## config.mk

```make
export PLATFORM = sky130hd
export DESIGN_NAME = rr_burst_sched
export DESIGN_NICKNAME = d
export VERILOG_FILES = /design/src/rtl/rr_burst_sched.sv
export SDC_FILE = /design/constraint.sdc
export NUM_CORES = 1
export LEC_CHECK = 0
export BUFFER_PORTS_ARGS = -buffer_cell sky130_fd_sc_hd__buf_4
export CORE_MARGIN = 2
export CORE_UTILIZATION = 54
export CTS_CLUSTER_SIZE = 14
export DETAILED_ROUTE_END_ITERATION = 6
export HOLD_SLACK_MARGIN = 0.1
export PLACE_DENSITY = 0.85
export SETUP_SLACK_MARGIN = 0.3
export SYNTH_ARGS = -nofsm -noshare
export SYNTH_HDL_FRONTEND = slang
export SYNTH_SLANG_ARGS = --single-unit
export TNS_END_PERCENT = 50
```

## constraint.sdc

```tcl
create_clock -name clk -period 4.8 [get_ports clk]
set_input_delay 0.24 -clock clk [delete_from_list [all_inputs] [get_ports clk]]
set_output_delay 0.24 -clock clk [all_outputs]
set_load 0.02 [all_outputs]
```

## src/rtl/rr_burst_sched.sv

```systemverilog
`default_nettype none
// +-----------------------------------------------------------------------------
// | rr_burst_sched : round-robin burst scheduler, grant held until last/abort
// | Optional hold limit: define RR_SCHED_HOLD_LIMIT_EN.   Revision: 1.0
// +-----------------------------------------------------------------------------
module rr_burst_sched #(
  parameter int N       = 16,
  parameter int IDW     = 4,
  parameter int MAXHOLD = 8
) (
  input  logic           clk,
  input  logic           rst,
  input  logic [N-1:0]   req,
  input  logic [N-1:0]   last,
  input  logic           beat,
  output logic [N-1:0]   gnt,
  output logic [IDW-1:0] gnt_id,
  output logic           gnt_vld,
  output logic           ovr
);

  typedef enum logic [0:0] {
    IDLE = 1'b0,
    BUSY = 1'b1
  } state_t;

  localparam logic [N-1:0] ONE_HOT0 = {{(N-1){1'b0}}, 1'b1};

  generate
    if (N < 2 || N > 16 || IDW != $clog2(N) || MAXHOLD < 1 || MAXHOLD > 255) begin : g_bad_param
      $error("rr_burst_sched: parameter out of range");
    end
  endgenerate

  state_t         r_state;
  logic [IDW-1:0] r_ptr;
  logic           w_sel_found;
  logic [IDW-1:0] w_sel_id;
  logic [IDW:0]   w_idx;
  logic [IDW-1:0] w_next_ptr;
  logic           w_own_req;
  logic           w_own_done;
  logic           w_release;

  // Rotating search starting at r_ptr; the first set request wins.
  always_comb begin
    w_sel_found = 1'b0;
    w_sel_id    = '0;
    w_idx       = '0;
    for (int i = 0; i < N; i++) begin
      w_idx = {1'b0, r_ptr} + (IDW+1)'(i);
      if (w_idx >= (IDW+1)'(N)) begin
        w_idx = w_idx - (IDW+1)'(N);
      end
      if (!w_sel_found && req[w_idx[IDW-1:0]]) begin
        w_sel_found = 1'b1;
        w_sel_id    = w_idx[IDW-1:0];
      end
    end
  end

  // gnt_id doubles as the owner register while BUSY.
  assign w_own_req  = req[gnt_id];
  assign w_own_done = beat & last[gnt_id];
  assign w_next_ptr = (gnt_id == IDW'(N-1)) ? '0 : gnt_id + 1'b1;

`ifdef RR_SCHED_HOLD_LIMIT_EN
  localparam int CNT_W = $clog2(MAXHOLD + 1);

  logic [CNT_W-1:0] r_cnt;
  logic             w_force;

  // Forced release only when neither abort nor normal release applies.
  assign w_force   = w_own_req & ~w_own_done & beat & (r_cnt == CNT_W'(MAXHOLD - 1));
  assign w_release = ~w_own_req | w_own_done | w_force;
`else
  assign w_release = ~w_own_req | w_own_done;
  assign ovr       = 1'b0;
`endif

  always_ff @(posedge clk) begin
    if (rst) begin
      r_state <= IDLE;
      r_ptr   <= '0;
      gnt     <= '0;
      gnt_id  <= '0;
      gnt_vld <= 1'b0;
`ifdef RR_SCHED_HOLD_LIMIT_EN
      r_cnt   <= '0;
      ovr     <= 1'b0;
`endif
    end else begin
`ifdef RR_SCHED_HOLD_LIMIT_EN
      ovr <= 1'b0;
`endif
      case (r_state)
        IDLE: begin
          if (w_sel_found) begin
            r_state <= BUSY;
            gnt     <= ONE_HOT0 << w_sel_id;
            gnt_id  <= w_sel_id;
            gnt_vld <= 1'b1;
`ifdef RR_SCHED_HOLD_LIMIT_EN
            r_cnt   <= '0;
`endif
          end
        end
        BUSY: begin
          if (w_release) begin
            r_state <= IDLE;
            r_ptr   <= w_next_ptr;
            gnt     <= '0;
            gnt_id  <= '0;
            gnt_vld <= 1'b0;
`ifdef RR_SCHED_HOLD_LIMIT_EN
            ovr     <= w_force;
          end else if (beat) begin
            r_cnt   <= r_cnt + 1'b1;
`endif
          end
        end
        default: r_state <= IDLE;
      endcase
    end
  end

endmodule
`default_nettype wire

```

# Word level (Yosys, flattened, before mapping)

Cells that the tools add are included.

Input bits: 35
Bits in latches: 0
Bits in writable memories: 0
Flip-flop bits (word level): 26
Word-level logic and storage cells: 207
Bits in read-only memories: 0
Memories kept: 0
Output and inout port bits: 22

Bitwise gates (word level): 4
Divide/modulo/power cells: 0
Magnitude comparators: 33
Add/sub/neg operators: 32
Shift-type cells: 1
Muxes and demuxes: 97
Reduce and logical (&&, ||, !) cells: 32
Eq/ne operators: 3
$mul: 0

Operator list:

| kind                                                                                 | count |
|---|---|
| 4-bit 2-to-1 mux                                                                     | 35 |
| 4-bit by 5-bit < comparator with 1-bit output (second input constant)                | 17 |
| 5-bit greater-or-equal comparator (second input constant)                            | 15 |
| 1-bit binary-select mux with 4-bit select                                            | 18 |
| 4-bit by 1-bit subtractor with 4-bit output (second input constant)                  | 16 |
| 4-bit by 4-bit adder with 5-bit output (second input constant)                       | 8 |
| 1-bit 2-to-1 mux                                                                     | 38 |
| 16-bit 2-to-1 mux                                                                    | 2 |
| 16-bit case mux with 2 select lines                                                  | 1 |
| 4-bit by 3-bit adder with 5-bit output (second input constant)                       | 4 |
| 1-bit by 4-bit left shift with 16-bit output (first input constant)                  | 1 |
| 1-bit logical AND                                                                    | 15 |
| 1-bit logical NOT                                                                    | 15 |
| 4-bit by 2-bit adder with 5-bit output (second input constant)                       | 2 |
| 4-bit case mux with 2 select lines                                                   | 1 |
| 4-bit by 1-bit adder with 5-bit output (second input constant)                       | 1 |
| 4-bit by 5-bit greater-or-equal comparator with 1-bit output (second input constant) | 1 |
| 4-bit by 1-bit adder with 4-bit output (second input constant)                       | 1 |
| 4-bit equality test (second input constant)                                          | 1 |
| 1-bit case mux with 2 select lines                                                   | 2 |
| 2-bit AND reduction                                                                  | 2 |
| 2-bit by 1-bit inequality test with 1-bit output (second input constant)             | 1 |
| 2-bit inequality test (second input constant)                                        | 1 |
| 1-bit inverter                                                                       | 2 |
| 2 further kinds                                                                      | 2 |

# Depth between registers and ports, before layout

Gate-level depths: netlist of the first run.

Word-level depth: 53
Depth in mapped cells: 20
Depth with buffers taken out: 12

# Worst setup path before layout of the first run

OpenSTA, ideal clock, no wires.

Path type: reg-to-reg
From: register r_ptr[1]
To: register gnt[15]
Path buffers: 5
Slack: 262 ps
Cell stages (with the launch flop): 18
Data arrival time: 4451 ps
Clock period less this slack: 4538 ps
Library setup time: 87 ps
Data required time: 4713 ps
Path through: dfxtp_1 > buf_2 > buf_6 > buf_2 > inv_1 > ha_1 > buf_6 > mux4_2 > mux2_4 > a221o_1 > nor3_4 > nand3_4 > or4_1 > o221ai_1 > o31ai_1 > a211o_1 > buf_6 > o31ai_1

Word-level cells in the longest chain between the ends: 53
Elaborated cells on any way between the ends: 162
Classes of those cells: add/sub (31); order compare (16); eq/ne (1); shift (1); mux (82); reduce/logical (31)

Ends and longest elaborated chain:

| item                                                                            | RTL line | RTL |
|---|---|---|
| from (decl)                                                                     | 36       | `logic [IDW-1:0] r_ptr;` |
| from (signal assigned)                                                          | 111      | `r_ptr <= w_next_ptr;` |
| branches (longest 53 deep; another with 4-bit by 1-bit adder with 5-bit output) | --       |  |
| to (signal assigned)                                                            | 100      | `gnt <= ONE_HOT0 << w_sel_id;` |
| to (decl)                                                                       | 16       | `output logic [N-1:0] gnt,` |

Several ways; the timed one is not identified. The select of a mux whose other input is x is not followed.
A chain may end at the register's enable or synchronous reset.

# Worst setup path in the final report of the first run

From: register r_ptr[0]
To: register gnt[0]

The elaborated chain is that of the path after synthesis.

==> results of run 1 <==
layout make-up:
cell class                      count  area (um^2)
Inverter                           12        45.04
Clock buffer                        4        55.05
Fill cell                         575         2391
Multi-Input combinational cell    379         3178
Sequential cell                    26        520.5
Timing Repair Buffer               74        559.3
Tap cell                           96        120.1
routing by layer:
layer | track usage, % | vias up | part of all wire (%)
met5 | 0 | - | 0
met4 | 12.67 | 0 | 5.0
met3 | 4.104 | 54 | 9.9
met2 | 49.46 | 298 | 46
met1 | 41.44 | 1918 | 39
li1 | - | 1857 | -
report_power, final:
group	switching (W)	internal (W)	leakage, nW	total (W)
combinational	0.00195	0.00130	1.47	0.00325
clock	0.0000648	0.0000733	0.0288	0.000138
sequential	0.0000763	0.000269	0.212	0.000345
timing repair:
action	CTS	global route
hold endpoints to repair	0	0
buffers inserted	0	1
resized for setup	0	7
endpoints found under the setup margin	0	16
state kept, by name, summed over array words and instances (netlist names):
| register | count |
|---|---|
| gnt_id | 4 |
| gnt_vld | 1 |
| gnt | 16 |
| r_state | 1 |
| r_ptr | 4 |
worst max-delay path: cells and delay by family (launching register included):
kind                     cells  cell delay, ps
AND/OR/NAND/NOR              4            1140
AO/OA/AOI/OAI                4            1100
multiplexers                 2             880
adder cells (fa/ha/maj)      1             380
flip-flops                   1             350
buffers and inverters        2             310
cell usage after synthesis (5+ instances only):
cell | number | area share [%]
nor2b_1 | 5 | 0.81
a221oi_1 | 5 | 1.1
mux2i_1 | 34 | 8.8
xnor2_1 | 5 | 1.1
inv_1 | 12 | 1.2
a21oi_1 | 24 | 3.1
o31ai_1 | 17 | 3.3
dfxtp_1 | 26 | 13
buf_2 | 7 | 0.90
ha_1 | 8 | 2.6
mux4_2 | 33 | 19
nand3_1 | 14 | 1.8
nand2_1 | 52 | 5.0
nor2_1 | 24 | 2.3
o22ai_1 | 5 | 0.81
o211ai_1 | 6 | 1.2
buf_4 | 6 | 1.2
mux2_2 | 18 | 5.2
o21ai_0 | 23 | 3.0
nor3_1 | 13 | 1.7
and2_1 | 6 | 0.97
clkbuf_1 | 8 | 0.77
a22oi_1 | 5 | 0.97
kinds of logic (layout without fill, tap and decap cells):
| kind of cell | count (synthesis) | in the layout | synth area share [%] |
|---|---|---|---|
| AND/OR/NAND/NOR | 138 | 138 | 17.75 |
| multiplexers | 86 | 86 | 33.56 |
| other | 1 | 1 | 0.09671 |
| adder cells (fa/ha/maj) | 8 | 8 | 2.582 |
| buffers and inverters | 40 | 90 | 5.292 |
| XOR/XNOR | 10 | 10 | 2.452 |
| flip-flops | 26 | 26 | 13.42 |
| AO/OA/AOI/OAI | 136 | 136 | 24.85 |
per-stage QoR:
stage | setup slack [ps] | util (%) | hold slack (ps)
after CTS | 410.7 | 64.64 | 231.5
after global routing | 312.7 | 65.19 | 245.0
after global placement | 552.8 | 63.84 | 439.2
after detailed placement | 426.1 | 63.84 | 443.6
final | 523.7 | 65.19 | 245.7
after floorplan | 316.0 | - | 461.1
worst max path at each step:
stage,from,endpoint,cells past startpoint
CTS,r_ptr[0]$_SDFFE_PP0P_,gnt[0]$_SDFFE_PP0P_,12
finish,r_ptr[0]$_SDFFE_PP0P_,gnt[0]$_SDFFE_PP0P_,13
global route,r_ptr[0]$_SDFFE_PP0P_,gnt[13]$_SDFFE_PP0P_,13
detailed placement,r_ptr[0]$_SDFFE_PP0P_,gnt[0]$_SDFFE_PP0P_,12
global placement,r_ptr[0]$_SDFFE_PP0P_,gnt[15]$_SDFFE_PP0P_,12
floorplan,r_ptr[1]$_SDFFE_PP0P_,gnt[15]$_SDFFE_PP0P_,17
==> flow_summary.json, run 1 <==
{
  "drive_above_1_share_pct": 28.89,
  "gp_congestion": 1.030,
  "max_slew_margin_pct": 48.67,
  "ios": 57,
  "grt_first_pass_wirelength_um": 19070,
  "drc": 0,
  "wl_per_cell_um": 19.91,
  "cts_buffers": 3,
  "syn-cell-area_mm2": 0.003877,
  "coreArea_mm2": 0.006869,
  "fp.dieW_um": 88.74,
  "fin_skew_ps": 1.785,
  "rows": 30,
  "critical_path_arrival_ps": 4460,
  "syn_to_final_growth_pct": 15.49,
  "drtIter0Drc": 538,
  "hp-class": "input port to flop",
  "reg2reg_slack_ps": 520,
  "final_cells": 591,
  "startpoint_type": "flop",
  "setup_viol": 0,
  "most-common-layout-cells": "buf_4, nand2_1, mux2i_1",
  "maxSlewViolCount": 0,
  "cts.sinks": 26,
  "setup_tns_ps": 0,
  "cts_tree": "yes",
  "initial_core_util_pct": 56.45,
  "slowest_stage": "mux4_2",
  "path_max_fanout": 9,
  "grt_antenna_before_repair": 0,
  "yosys_most_used_dff": "dfxtp_1",
  "finalInstanceArea_mm2": 0.004478,
  "timing.fmax_mhz": 233.8,
  "insertion_delay_ps": 270,
  "ys_seq_elements": 26,
  "synth_fp_nets": 488,
  "clockRootBuffer": "clkbuf_8",
  "die_h_um": 88.74,
  "grt_pass1_vias": 3760,
  "holdCritStartpoint": "rst",
  "r2r-start": "r_ptr[0]$_SDFFE_PP0P_",
  "overflow": 0,
  "power_w": 0.003731,
  "crit_required_ps": 4980,
  "path_clk_slew_ps": 80,
  "final.min_clock_period_ps": 4276,
  "mostFrequentLayoutCell": "buf_4",
  "yosysUniqueCellTypes": 69,
  "peakVddDrop_uv": 356.0,
  "fin_crit_sh_pct": 89.09,
  "powerDensity_mw_per_mm2": 833.2,
  "syn_area_per_cell_um2": 8.713,
  "via_per_inst": 6.983,
  "drt_first_pass_iters": 6,
  "min_path_cells": 2,
  "via_count": 4127,
  "gr-usage-all-layers_pct": 30.64,
  "critical-path-max-stage-delay_ps": 560,
  "synth-edff-count": 0,
  "yosysWarnings": 0,
  "whs_endpoint": "r_ptr[2]$_SDFFE_PP0P_",
  "end_kind": "flop",
  "path_cells": "inv_1, ha_4, mux4_2, mux2_4, a221o_1, nor3_4, and3_2, nand3_1, a311oi_1, o32ai_2, buf_4, or3_4, o31ai_1",
  "htree_levels": 1,
  "power_leakage_nw": 1.707,
  "ys_seq_area_share_pct": 13.42,
  "rsz0062_at_grt": "no",
  "clock_path_buffers": 2,
  "status": "finished clean",
  "diodes": 0,
  "syn_inst": 445,
  "worst_slew_pin_slew_ps": 748.6,
  "dpl_cell_area_mm2": 0.004385,
  "reg2reg_depth": 13,
  "grt_max_degree": 37,
  "numPortBuffers": 55,
  "cts_hold_buffers": 0,
  "maxCapViolations": 0,
  "placed_cells": 586,
  "die_area_mm2": 0.007874,
  "dp_hpwl_um": 9190,
  "synthArstFlopShare_pct": 0,
  "crit_type": "flop to flop",
  "timing.rr.end": "gnt[0]$_SDFFE_PP0P_",
  "nets": 539,
  "detail-route-antenna-nets": 0,
  "finalHoldViolations": 0,
  "routed_wl_um": 11770
}
No activity file was read; power rests on OpenSTA's default activity.
==> run 2, diff against run 1 <==
==> constraint.sdc (replaced) <==
create_clock -name clk -period 4.8 [get_ports clk]
set_input_delay 0 -clock clk [delete_from_list [all_inputs] [get_ports clk]]
set_output_delay 0 -clock clk [all_outputs]
set_load 0.02 [all_outputs]
==> flow_summary.json, run 2 (synthesis results as in run 1) <==
{
  "via_per_inst": 6.919,
  "finalHoldViolations": 0,
  "rows": 30,
  "grt_first_pass_wirelength_um": 19120,
  "seq_area_um2": 520.5,
  "wl_per_cell_um": 19.79,
  "grt_pass1_vias": 3769,
  "gr-usage-all-layers_pct": 30.72,
  "top_usage_layer": "met2",
  "diodes": 0,
  "syn_to_final_growth_pct": 15.75,
  "use_met3_pct": 4.104,
  "numPortBuffers": 55,
  "hp-class": "input port to flop",
  "cts.sinks": 26,
  "grt_max_degree": 37,
  "fin_skew_ps": 4.114,
  "status": "finished clean",
  "crit_type": "flop to flop",
  "maxSlewViolCount": 0,
  "gp_congestion": 1.030,
  "overflow": 0,
  "coreArea_mm2": 0.006869,
  "multi_input_area_mm2": 0.003178,
  "cts_buffers": 3,
  "final.min_clock_period_ps": 4287,
  "insertion_delay_ps": 270,
  "grt_antenna_before_repair": 0,
  "regMostFlops": "gnt",
  "max_slew_margin_pct": 49.72,
  "drt_first_pass_iters": 5,
  "setup_tns_ps": 0,
  "drive_above_1_share_pct": 28.83,
  "setup_viol": 0,
  "dp_hpwl_um": 9190,
  "timing.fmax_mhz": 233.2,
  "path_max_fanout": 9,
  "maxCapViolations": 0,
  "use_met1_pct": 41.50,
  "powerDensity_mw_per_mm2": 828.8,
  "die_h_um": 88.74,
  "power_leakage_nw": 1.711,
  "crit_required_ps": 4980,
  "path_clk_slew_ps": 90,
  "peakVddDrop_uv": 354.8,
  "die_area_mm2": 0.007874,
  "end_kind": "flop",
  "dpl_cell_area_mm2": 0.004385,
  "fp.dieW_um": 88.74,
  "rsz0062_at_grt": "no",
  "top_regs": "gnt: 16 flops, gnt_id: 4 flops, r_ptr: 4 flops",
  "htree_levels": 1,
  "mostFrequentLayoutCell": "buf_4",
  "ios": 57,
  "worst_slew_pin_slew_ps": 733.3,
  "initial_core_util_pct": 56.45,
  "clockRootBuffer": "clkbuf_8",
  "drtIter0Drc": 561,
  "finalInstanceArea_mm2": 0.004488,
  "most-common-layout-cells": "buf_4, nand2_1, mux2i_1",
  "drc": 0,
  "largest_reg_flops": 16,
  "detail-route-antenna-nets": 0,
  "startpoint_type": "flop",
  "cts_tree": "yes",
  "clock_path_buffers": 2,
  "via_count": 4096,
  "num-fill-cells": 574,
  "routed_wl_um": 11720,
  "fin_crit_sh_pct": 89.32,
  "nets": 540,
  "critical_path_arrival_ps": 4470,
  "grt_util_met2_pct": 49.66
}
[run 2: changes by cell type in the layout (fill, tap and decap cells not counted), sizes merged]
cell and delta:
dlygate4sd3 +1
[run 2: repair_timing]
item | 4_1_cts | 5_1_grt
hold buffers | 1 | 0
buffers inserted | 0 | 1
resized for setup | 0 | 7
endpoints found under the setup margin | 0 | 16
endpoints found under the hold margin | 8 | 0
[run 2: final cells by class]
cell class,count,area share [%]
multi-input combinational,379,70.81
timing repair buffer,75,12.68
sequential,26,11.60
tap,96,2.676
clock buffer,4,1.227
inverter,12,1.004
[run 2: path summary, 6_finish.rpt]
path / from / end / slack, ps / cells past startpoint
max reg2reg: r_ptr[0]$_SDFFE_PP0P_ / gnt[0]$_SDFFE_PP0P_ / 510 / 13
max: r_ptr[0]$_SDFFE_PP0P_ / gnt[0]$_SDFFE_PP0P_ / 510 / 13
min reg2reg: gnt[8]$_SDFFE_PP0P_ / gnt[8]$_SDFFE_PP0P_ / 460 / 2
min: beat / gnt_vld$_SDFFE_PP0P_ / 190 / 5
[run 2: metrics by stage]
step	std cells	setup WS, ps	power [W]	hold slack (ps)	util (%)
finish	592	512.7	0.003720	185.0	65.34
global route	592	312.7	0.003951	211.8	65.34
CTS	591	410.7	0.003563	176.2	64.79
detailed placement	586	426.1	0.003409	282.5	63.84
global placement	586	552.8	0.003407	283.3	63.84
floorplan	445	316.0	0.002658	221.1	-
[run 2: where the power goes]
part           total, W  internal [W]  leakage (nW)  switching (W)
Combinational   0.00324       0.00130          1.47        0.00194
Clock          0.000139     0.0000733        0.0288      0.0000658
Sequential     0.000345      0.000269         0.212      0.0000765
Total           0.00372       0.00164          1.71        0.00208
[run 2: critical path: stages, from the launching register on]
cell	delay [ps]
dfxtp_1	360
inv_1	130
ha_4	380
mux4_2	570
mux2_4	320
a221o_1	400
nor3_4	320
and3_2	330
nand3_1	110
a311oi_1	280
o32ai_2	160
buf_4	180
or3_4	380
o31ai_1	260
[run 2: metal layers]
layer / part of all wire, % / vias up
met2: 46 / 283
met3: 9.7 / 56
li1: - / 1860
met4: 5.0 / 0
met1: 40 / 1897
met5: 0 / -
==> run 3, diff against run 2 <==
--- a/config.mk
+++ b/config.mk
@@ -5,13 +5,15 @@
 export SDC_FILE = /design/constraint.sdc
 export NUM_CORES = 1
 export LEC_CHECK = 0
-export BUFFER_PORTS_ARGS = -buffer_cell sky130_fd_sc_hd__buf_4
 export CORE_MARGIN = 2
-export CORE_UTILIZATION = 54
+export CORE_UTILIZATION = 61
+export CTS_BUF_LIST = sky130_fd_sc_hd__clkbuf_8
 export CTS_CLUSTER_SIZE = 14
 export DETAILED_ROUTE_END_ITERATION = 6
+export DONT_BUFFER_PORTS = 1
+export GPL_ROUTABILITY_DRIVEN = 0
 export HOLD_SLACK_MARGIN = 0.1
-export PLACE_DENSITY = 0.85
+export PLACE_DENSITY = 0.86
 export SETUP_SLACK_MARGIN = 0.3
 export SYNTH_ARGS = -nofsm -noshare
 export SYNTH_HDL_FRONTEND = slang
==> flow_summary.json, run 3 (synthesis results as in run 1) <==
{
  "regMostFlops": "gnt",
  "status": "finished clean",
  "grt_antenna_before_repair": 0,
  "seq_area_um2": 520.5,
  "coreArea_mm2": 0.006241,
  "rows": 29,
  "nets": 481,
  "drc": 0,
  "cts.sinks": 26,
  "top_regs": "gnt: 16 flops, gnt_id: 4 flops, r_ptr: 4 flops",
  "final.min_clock_period_ps": 4269,
  "htree_levels": 1,
  "path_max_fanout": 9,
  "maxSlewViolCount": 0,
  "path_clk_slew_ps": 90,
  "gr-usage-all-layers_pct": 32.72,
  "largest_reg_flops": 16,
  "multi_input_area_mm2": 0.003164,
  "cts_tree": "yes",
  "num-fill-cells": 507,
  "fp.dieW_um": 83.73,
  "maxCapViolations": 0,
  "die_area_mm2": 0.007010,
  "initial_core_util_pct": 62.13,
  "crit_required_ps": 4990,
  "insertion_delay_ps": 280,
  "critical_path_arrival_ps": 4460,
  "max_slew_margin_pct": 42.42,
  "syn_to_final_growth_pct": 3.743,
  "detail-route-antenna-nets": 0,
  "via_count": 3990,
  "dp_hpwl_um": 8677,
  "finalHoldWorstSlack_ps": 539.2,
  "end_kind": "flop",
  "clock_path_buffers": 2,
  "setup_viol": 0,
  "clockRootBuffer": "clkbuf_8",
  "die_h_um": 83.73,
  "final_util_pct": 64.45,
  "drive_above_1_share_pct": 18.99,
  "wl_per_cell_um": 22.46,
  "most-common-layout-cells": "nand2_1, mux2i_1, mux4_2",
  "mostFrequentLayoutCell": "nand2_1",
  "diodes": 0,
  "numPortBuffers": 0,
  "rsz0062_at_grt": "no",
  "routed_wl_um": 11540,
  "grt_first_pass_wirelength_um": 18740,
  "grt_pass1_vias": 3756,
  "setup_tns_ps": 0,
  "startpoint_type": "flop",
  "worst_slew_pin_slew_ps": 862.5,
  "via_per_inst": 7.763,
  "hp-class": "input port to flop",
  "cts_buffers": 3,
  "finalHoldViolations": 0,
  "drt_first_pass_iters": 6,
  "fin_crit_sh_pct": 88.93,
  "grt_max_degree": 37,
  "drtIter0Drc": 615,
  "crit_type": "flop to flop",
  "fin_skew_ps": 5.637,
  "overflow": 0,
  "reg2reg_slack_ps": 530,
  "ios": 57,
  "timing.fmax_mhz": 234.3
}
==> run 3: final timing paths <==
path | startpoint | cells past startpoint | endpoint
worst min register to register | gnt[8]$_SDFFE_PP0P_ | 2 | gnt[8]$_SDFFE_PP0P_
worst max-delay path | r_ptr[0]$_SDFFE_PP0P_ | 13 | gnt[6]$_SDFFE_PP0P_
worst min-delay path | last[8] | 6 | r_state$_SDFF_PP0_
worst max register to register | r_ptr[0]$_SDFFE_PP0P_ | 13 | gnt[6]$_SDFFE_PP0P_
==> run 3: timing repair <==
item	CTS	global route
hold buffers	2	0
gates resized for setup	0	4
endpoints found under the hold margin	26	0
setup buffers	0	0
endpoints found under the setup margin	0	16
==> run 3: critical path: stages, from the launching register on <==
cell      delay [ps]
dfxtp_1          350
inv_1            110
ha_2             460
buf_4            240
mux4_2           460
mux2_2           330
mux2i_1          310
mux2_2           380
o211a_1          200
a221oi_1         270
nor3_1           130
o32ai_2          380
nand3b_1         240
o31ai_1          300
==> run 3: area by class of cell <==
type,instances,area share (%)
clock inverters,1,0.7465
repair buffers,16,3.110
well taps,77,2.395
clock buffers,3,1.026
flip-flops and latches,26,12.94
multi-input cells,379,78.66
inverters,12,1.120
==> run 3: layer usage <==
| metal | wire length (um) | share of wire, % | track usage, % | up-vias |
|---|---|---|---|---|
| li1 | - | - | - | 1740 |
| met1 | 4141 | 36 | 42.98 | 1842 |
| met2 | 5412 | 47 | 52.44 | 332 |
| met3 | 1440 | 12 | 7.616 | 76 |
| met4 | 547 | 4.7 | 12.90 | 0 |
| met5 | 0 | 0 | 0 | - |
==> run 3: stage by stage <==
stage / cells / worst slack, ps / instance area (um^2)
final: 514 / 531.5 / 4023
after global routing: 514 / 303.0 / 4023
after CTS: 514 / 491.9 / 4010
after detailed placement: 508 / 508.3 / 3919
after global placement: 508 / 657.2 / 3919
after floorplan: 445 / 316.0 / 3880
Power of run 3 is not shown: default switching activity piles up to over one toggle a cycle in this logic, so the estimate is an artifact.
